<file path="src/rtl/secure_cmd_fsm.sv">
// Guarded command sequencer: IDLE -> ARMED -> RUN -> DONE, with any protocol
// violation, timeout or corrupted state register trapping in FAULT until CLEAR.
module secure_cmd_fsm #(
    parameter int CMD_W       = 3,
    parameter int TIMEOUT_CYC = 16,
    parameter int RUN_CYC     = 8
) (
    input  logic             clk,
    input  logic             rst,
    input  logic             cmd_valid,
    input  logic [CMD_W-1:0] cmd,
    output logic             cmd_ready,
    output logic [2:0]       state_out,
    output logic             busy,
    output logic             err,
    output logic [1:0]       err_code
);
    localparam int MAX_CYC = (TIMEOUT_CYC > RUN_CYC) ? TIMEOUT_CYC : RUN_CYC;
    localparam int CNT_W   = $clog2(MAX_CYC + 1);
    localparam logic [CNT_W-1:0] TO_LOAD  = CNT_W'(TIMEOUT_CYC - 1);
    localparam logic [CNT_W-1:0] RUN_LOAD = CNT_W'(RUN_CYC - 1);

    typedef enum logic [2:0] {
        S_IDLE  = 3'b000,
        S_ARMED = 3'b001,
        S_RUN   = 3'b010,
        S_DONE  = 3'b011,
        S_FAULT = 3'b100
    } state_e;

    typedef enum logic [2:0] {
        OP_NOP, OP_ARM, OP_START, OP_ABORT, OP_CLEAR, OP_ILLEGAL
    } op_e;

    // Plain vector rather than state_e so the register can hold the unencoded
    // values that the recovery path has to catch.
    logic [2:0]       state_q, state_d;
    logic [CNT_W-1:0] cnt_q, cnt_d;
    logic [1:0]       code_q, code_d;
    logic             accept, expired;
    logic [CNT_W-1:0] cnt_dec;
    op_e              op;

    assign cmd_ready = (state_q != S_DONE);
    assign accept    = cmd_valid && cmd_ready;
    assign expired   = (cnt_q == '0);
    assign cnt_dec   = expired ? cnt_q : cnt_q - CNT_W'(1);

    // An unaccepted command behaves exactly like NOP.
    always_comb begin
        op = OP_NOP;
        if (accept) begin
            case (cmd)
                CMD_W'(0): op = OP_NOP;
                CMD_W'(1): op = OP_ARM;
                CMD_W'(2): op = OP_START;
                CMD_W'(3): op = OP_ABORT;
                CMD_W'(4): op = OP_CLEAR;
                default:   op = OP_ILLEGAL;
            endcase
        end
    end

    always_ff @(posedge clk or posedge rst) begin
        if (rst) begin
            state_q <= S_IDLE;
            cnt_q   <= '0;
            code_q  <= 2'd0;
        end else begin
            state_q <= state_d;
            cnt_q   <= cnt_d;
            code_q  <= code_d;
        end
    end

    always_comb begin
        state_d = state_q;
        cnt_d   = '0;
        code_d  = code_q;
        case (state_q)
            S_IDLE: begin
                case (op)
                    OP_ARM:     begin state_d = S_ARMED; cnt_d = TO_LOAD; end
                    OP_START:   begin state_d = S_FAULT; code_d = 2'd1; end
                    OP_ILLEGAL: begin state_d = S_FAULT; code_d = 2'd2; end
                    default:    ;
                endcase
            end
            S_ARMED: begin
                case (op)
                    OP_START:   begin state_d = S_RUN; cnt_d = RUN_LOAD; end
                    OP_ABORT:   state_d = S_IDLE;
                    OP_ILLEGAL: begin state_d = S_FAULT; code_d = 2'd2; end
                    default: begin
                        // Commands that do not leave ARMED also do not rearm the timer.
                        if (expired) begin
                            state_d = S_FAULT;
                            code_d  = 2'd0;
                        end else begin
                            cnt_d = cnt_dec;
                        end
                    end
                endcase
            end
            S_RUN: begin
                case (op)
                    OP_ABORT:          state_d = S_IDLE;
                    OP_ARM, OP_START:  begin state_d = S_FAULT; code_d = 2'd1; end
                    OP_ILLEGAL:        begin state_d = S_FAULT; code_d = 2'd2; end
                    default: begin
                        if (expired) state_d = S_DONE;
                        else         cnt_d   = cnt_dec;
                    end
                endcase
            end
            S_DONE:  state_d = S_IDLE;
            S_FAULT: begin
                if (op == OP_CLEAR) begin
                    state_d = S_IDLE;
                    code_d  = 2'd0;
                end
            end
            default: begin
                state_d = S_FAULT;
                code_d  = 2'd3;
            end
        endcase
    end

    assign state_out = state_q;
    assign busy      = (state_q == S_ARMED) || (state_q == S_RUN);
    assign err       = (state_q == S_FAULT);
    assign err_code  = code_q;
endmodule

</file>
<file path="config.mk">
export PLATFORM = sky130hd
export DESIGN_NAME = secure_cmd_fsm
export DESIGN_NICKNAME = d
export VERILOG_FILES = /design/src/rtl/secure_cmd_fsm.sv
export SDC_FILE = /design/constraint.sdc
export NUM_CORES = 1
export LEC_CHECK = 0
export BUFFER_PORTS_ARGS = -buffer_cell sky130_fd_sc_hd__buf_4
export CORE_MARGIN = 1.5
export CORE_UTILIZATION = 40
export CTS_CLUSTER_DIAMETER = 40
export DETAILED_ROUTE_END_ITERATION = 8
export GPL_ROUTABILITY_DRIVEN = 0
export GPL_TIMING_DRIVEN = 0
export PLACE_DENSITY = 0.69
export SLEW_MARGIN = 10
export SYNTH_ARGS = -nofsm -noshare
export SYNTH_HDL_FRONTEND = slang
export SYNTH_SLANG_ARGS = --single-unit
</file>
<file path="constraint.sdc">
create_clock -name clk -period 5.3 [get_ports clk]
set_input_delay 0.795 -clock clk [delete_from_list [all_inputs] [get_ports clk]]
set_output_delay 0.795 -clock clk [all_outputs]
set_load 0.02 [all_outputs]
</file>
Word level (Yosys, flattened, before mapping). Index checks and enable logic that the tools add are counted.

Bits in registers: 10. Latch bits: 0. Bits in writable memories: 0. ROM bits: 0. Bits of input ports: 6. Output and inout port bits: 8. Logic and storage cells: 60. Memories: 0.

$add $sub $neg: 1. Multiply operators: 0. Div/mod/pow operators: 0. Order comparisons: 0. Equal/unequal tests: 22. Shift-type cells: 0. Mux-type cells: 20. Bitwise operators: 1. Reductions and logical operators: 13.

Operators with widths (number): $pmux W3 S5 (2); $eq A3 B2 Y1 const B (6); $pmux W5 S3 (1); $eq A3 B3 Y1 const B (4); $mux W3 (4); $pmux W2 S2 (3); $pmux W3 S2 (2); $mux W5 (2); $pmux W2 S5 (1); $pmux W5 S2 (1); $eq A3 B1 Y1 const B (3); $pmux W3 S3 (1); $reduce_or A2 Y1 (4); $logic_not A3 Y1 (2); $ne A3 B2 Y1 const B (2); $ne A3 B3 Y1 const B (2); $reduce_and A6 Y1 (1); $logic_not A5 Y1 (1); $ne A5 B2 Y1 const B (1); $sub A5 B1 Y5 const B (1); $mux W2 (2); $mux W4 (1); $ne A4 B3 Y1 const B (1); $reduce_and A4 Y1 (1); other kinds (8) (8).

Logic depth before layout (Yosys ltp). Gate-level depths: netlist (run 1).

Depth after elaboration: 7. Depth in mapped cells: 6. Mapped depth without buffers: 6.

Worst setup path after synthesis (run 1). Ideal clock, no wire load.

Path kind: reg-to-output. From: register state_q[2] (netlist: state_out[2]). To: output port err. Data arrival time: 1.417 ns. Required time: 4.505 ns. Slack: 3.088 ns. Cell stages (with the launch flop): 3. Path buffers: 1. Cell sequence: dfrtp_1 clkbuf_2 nor3b_1.

Word-level cells in the longest chain between the ends: 1.

RTL lines: start, declared (RTL line 37) `logic [2:0] state_q, state_d;`; start signal, assigned (RTL line 70) `state_q <= state_d;`; $eq A3 B3 Y1 (RTL line 132) `assign err = (state_q == S_FAULT);`; end, declared (RTL line 15) `output logic err,`.

Every way passes these cells.

Final worst setup path (run 1). Ends and elaborated chain as after synthesis.

==> results of run 1 <==
==> cell usage after synthesis, drive strengths merged (3+ instances only) <==
master / number / area share, %
dfrtp: 10 / 35
a21oi: 7 / 4.9
nor2: 7 / 3.7
inv: 6 / 3.2
nor3: 5 / 4.2
buf: 4 / 4.8
nand2: 4 / 2.1
o211ai: 4 / 4.2
o21ai: 3 / 2.1
o31ai: 3 / 3.2
==> per-stage QoR <==
step	util, %	cells
finish	49.0	109
floorplan	-	79
global route	49.0	109
global placement	47.6	106
CTS	49.0	109
detailed placement	47.6	106
==> layer usage <==
metal	vias up	track usage, %	part of all wire [%]	routed length (um)
met2	15	23.1	45	625
met1	305	20.5	48	668
li1	317	-	-	-
met4	0	12.4	3.7	52
met5	-	0	0	0
met3	5	1.60	3.4	48
==> power breakdown <==
group	internal [mW]	switching, mW
clock	0.0261	0.0241
sequential	0.0805	0.00227
combinational	0.0148	0.0176
==> critical path: stages, from the launching register on <==
cell and delay [ns]:
dfrtp_1 0.34, clkbuf_2 0.20, nor3b_1 0.52, buf_4 0.25
==> layout make-up <==
type                       instances  area share, %
inverter                           6           2.72
multi-input combinational         57           47.4
buffer                             6           5.30
timing repair buffer              10           9.08
clock buffer                       3           2.72
tap                               17           2.57
sequential                        10           30.3
==> path summary, 6_finish.rpt <==
check	from	slack, ns	cells after the start	to
min in group clk	err_code[0]	0.51	1	err_code[0]
worst min-delay path	rst	0.50	2	cnt_q[4]
max in group asynchronous	rst	4.53	2	cnt_q[0]
worst max-delay path	state_out[2]	2.93	3	err
worst max register to register	cnt_q[0]	3.37	6	err_code[1]
worst min register to register	err_code[0]	0.51	1	err_code[0]
==> logic make-up (layout without fill, tap and decap cells) <==
group                      after synthesis  count (layout)  synth area share (%)
muxes                                    1               1                  1.59
AOI/OAI and AO/OA                       25              25                  24.6
xor gates and xnor gates                 3               3                  3.71
buffers and inverters                   12              25                  9.36
DFF                                     10              10                  35.3
and+or+nand+nor                         27              27                  23.7
adders and majority gates                1               1                  1.77
==> state kept, by name (all words and copies together) (netlist names) <==
name,count
cnt_q,5
state_out,3
err_code,2
==> results_dict.tcl, run 1 <==
set metrics [dict create \
    synth_cell_types 33 \
    avgSynthCellArea_sq_um 8.96 \
    cp-start-kind "flip-flop" \
    vias_per_cell 5.89 \
    setup_violations 0 \
    end_kind "primary output" \
    path_max_fanout 9 \
    clk_pin_slew_worst_paths_ns 0.06 \
    synthToLayoutAreaGrowth_pct 16.8 \
    cts_made_buffers 3 \
    port_buffers 10 \
    cts_resized 0 \
    arrival_ns 1.57 \
    hold-worst-slack_ns 0.503 \
    post-route-min-period_ns 2.37 \
    synth.ff_latch_count 10 \
    synth-main-ff-cell "dfrtp_1" \
    skew_ns 0.000378 \
    die-area_sq_mm 0.00203 \
    setup_tns_ns 0 \
    drc 0 \
    synth_nets 86 \
    rows 15 \
    power_uw 165 \
    layout_common_cells "13 x buf_4, 10 x dfrtp_1, 7 x nor2_1, 7 x a21oi_1, 6 x inv_1" \
    wirelength_mm 1.39 \
    wl_per_cell_um 12.8 \
    grt_overflow 0 \
    status "finished clean" \
    drv_slew 0 \
    clock_latency_ns 0.26 \
    num-fill-cells 169 \
    clock_sinks 10 \
    cts.htree.levels 1 \
    setup_ws_ns 2.93 \
    floorplan.core_area_sq_mm 0.00169 \
    finalHoldViolCount 0 \
    grt_usage_pct 15.6 \
    diodes 0 \
    grt_first_pass_wirelength_mm 2.28 \
    grt_max_degree 11 \
    drive_gt1_share_pct 26.1 \
    dp_slack_ns 3.22 \
    hold_buffers 0 \
    postRouteAntennaNets 0 \
    synth-seq-area-share_pct 35.3 \
    p_leak_nw 0.357 \
    rsz0062_at_grt "no" \
    post_cts_buffers 0 \
    worstMarginPinSlew_ns 0.603 \
    num_vias 642 \
    final_cell_area_sq_um 827 \
    synthCells 79 \
    synth_edf_count 0 \
    max_freq_mhz 422 \
    grt_pass1_vias 554 \
    nets 101 \
    multi_input_area_sq_um 392 \
    p_per_area_mw_per_mm2 200 \
    crit_type "flip-flop to primary output" \
    required_ns 4.51 \
    clockBufferDepth 2 \
    placed_area_sq_um 805 \
    start_util_pct 41.9 \
    synthArstFlopShare_pct 100 \
    antenna_found_initial 0 \
    final_common_cell "buf_4" \
    ir_drop_mv 0.0860 \
    hpwl_mm 1.10 \
    io_pins 14 \
    die_w_um 45.1 \
    yosys_warnings 0 \
    firstDrtPassIters 4 \
    hp-class "input pin to async pin" \
    tritoncts "built" \
    dr.first_iter.drc_count 25 \
    root_buffer "clkbuf_4" \
    register_area_sq_um 250 \
    min_period_over_period_pct 44.7 \
    die_h_um 45.1 \
    drv_cap 0 \
    syn-cell-area_sq_um 708 \
    slew_headroom_pct 59.2 \
]
No activity file was read; power rests on OpenSTA's default activity.
==> run 2: changes to the inputs <==
Settings changed: PLACE_DENSITY 0.69 to 0.71.
Clock period 5.3 ns to 2.1 ns, I/O delays scaled along.
==> run 2 against run 1 <==
Against the previous run:
- sequential share of layout area did not move
- sequential power rose to 2.5 times the previous value
- clock-buffer cell count did not move
==> results_dict.tcl, run 2 (synthesis results as in run 1) <==
set metrics [dict create \
    cp-start-kind "flip-flop" \
    nets 101 \
    top_register "cnt_q" \
    vias_per_cell 5.85 \
    grt_pass1_vias 539 \
    largest_reg_flops 5 \
    status "finished clean" \
    crit_path_cell_trace "inv_1 -> ha_1 -> or4b_4 -> a32oi_1 -> a21bo_1 -> a22o_1" \
    firstDrtPassIters 4 \
    start_util_pct 41.9 \
    die-area_sq_mm 0.00203 \
    port_buffers 10 \
    finalHoldViolCount 0 \
    setup_violations 0 \
    hold-worst-slack_ns 0.0158 \
    final_cell_area_sq_um 827 \
    startpoint "cnt_q[0]" \
    antenna_found_initial 0 \
    rows 15 \
    ir_drop_mv 0.242 \
    io_pins 14 \
    grt_busiest_layer "met2" \
    die_w_um 45.1 \
    hold_buffers 0 \
    wirelength_mm 1.42 \
    hpwl_mm 1.07 \
    crit_type "flip-flop to flip-flop" \
    skew_ns 0.00312 \
    max_freq_mhz 520 \
    required_ns 2.26 \
    cts_resized 0 \
    end_kind "flip-flop" \
    use_met1_pct 20.7 \
    cts_made_buffers 3 \
    floorplan.core_area_sq_mm 0.00169 \
    dp_slack_ns 0.189 \
    diodes 0 \
    clk_pin_slew_worst_paths_ns 0.06 \
    p_leak_nw 0.357 \
    drive_gt1_share_pct 26.1 \
    utilization_pct 49.0 \
    grt_overflow 0 \
    placed_area_sq_um 805 \
    post-route-min-period_ns 1.92 \
    dr.first_iter.drc_count 13 \
    grt_first_pass_wirelength_mm 2.30 \
    hp-class "input pin to async pin" \
    path_max_fanout 5 \
    slew_headroom_pct 59.8 \
    grt_util_met3_pct 2.40 \
    num_vias 638 \
    p_per_area_mw_per_mm2 507 \
    grtUsageMet2_pct 23.4 \
    final_common_cell "buf_4" \
    clockBufferDepth 2 \
    slowest_stage "or4b_4" \
    clock_sinks 10 \
    drv_cap 0 \
    cts.htree.levels 1 \
    synthToLayoutAreaGrowth_pct 16.8 \
    post_cts_buffers 0 \
    worstMarginPinSlew_ns 0.602 \
    wl_per_cell_um 13.0 \
    root_buffer "clkbuf_4" \
    critPathMaxStageDelay_ns 0.52 \
    die_h_um 45.1 \
    drc 0 \
    reg2reg_from "cnt_q[0]" \
    drv_slew 0 \
    arrival_ns 2.08 \
    layout_common_cells "13 x buf_4, 10 x dfrtp_1, 7 x nor2_1, 7 x a21oi_1, 6 x inv_1" \
    rsz0062_at_grt "no" \
    grt_max_degree 11 \
    setup_tns_ns 0 \
    min_period_over_period_pct 91.6 \
    clock_latency_ns 0.26 \
    postRouteAntennaNets 0 \
    setup_ws_ns 0.175 \
    grt_usage_pct 15.9 \
    tritoncts "built" \
]
run 2: cell counts in the layout (fill, tap and decap cells not counted):
Identical to the previous run, type by type.
run 2: metal layers:
layer,share of wire [%],up-vias
met5,0,-
met4,2.3,0
met3,4.8,4
met2,45,19
met1,48,298
li1,-,317
run 2: cell type report:
cell class	instances	area, sq um
Inverter	6	22.5
Timing Repair Buffer	10	75.1
Clock buffer	3	22.5
Fill cell	164	862
Tap cell	17	21.3
Multi-Input combinational cell	57	392
Sequential cell	10	250
Buffer	6	43.8
run 2: critical path, delay by kind of cell, from the launching register on:
family,cells,cell delay (ns)
compound gates,3,0.65
simple gates,1,0.52
fa+ha+maj,1,0.20
buf+inv,1,0.07
flops,1,0.37
run 2: power by group:
part | internal (mW) | switching, mW
logic | 0.0372 | 0.0443
registers | 0.203 | 0.00593
clock network | 0.0661 | 0.0628
total | 0.307 | 0.113
run 2: path summary, 6_finish.rpt:
path                                end  slack [ns]  depth (start not counted)
max                         err_code[1]        0.18                          6
min                        state_out[1]        0.02                          2
max reg2reg                 err_code[1]        0.18                          6
min reg2reg                 err_code[0]        0.51                          1
max in group asynchronous      cnt_q[0]        1.82                          2
min in group clk           state_out[1]        0.38                          4
run 2: through the flow:
stage,power (mW),instances
final,0.420,109
after global routing,0.441,109
after CTS,0.421,109
after detailed placement,0.295,106
after global placement,0.294,106
after floorplan,0.265,79
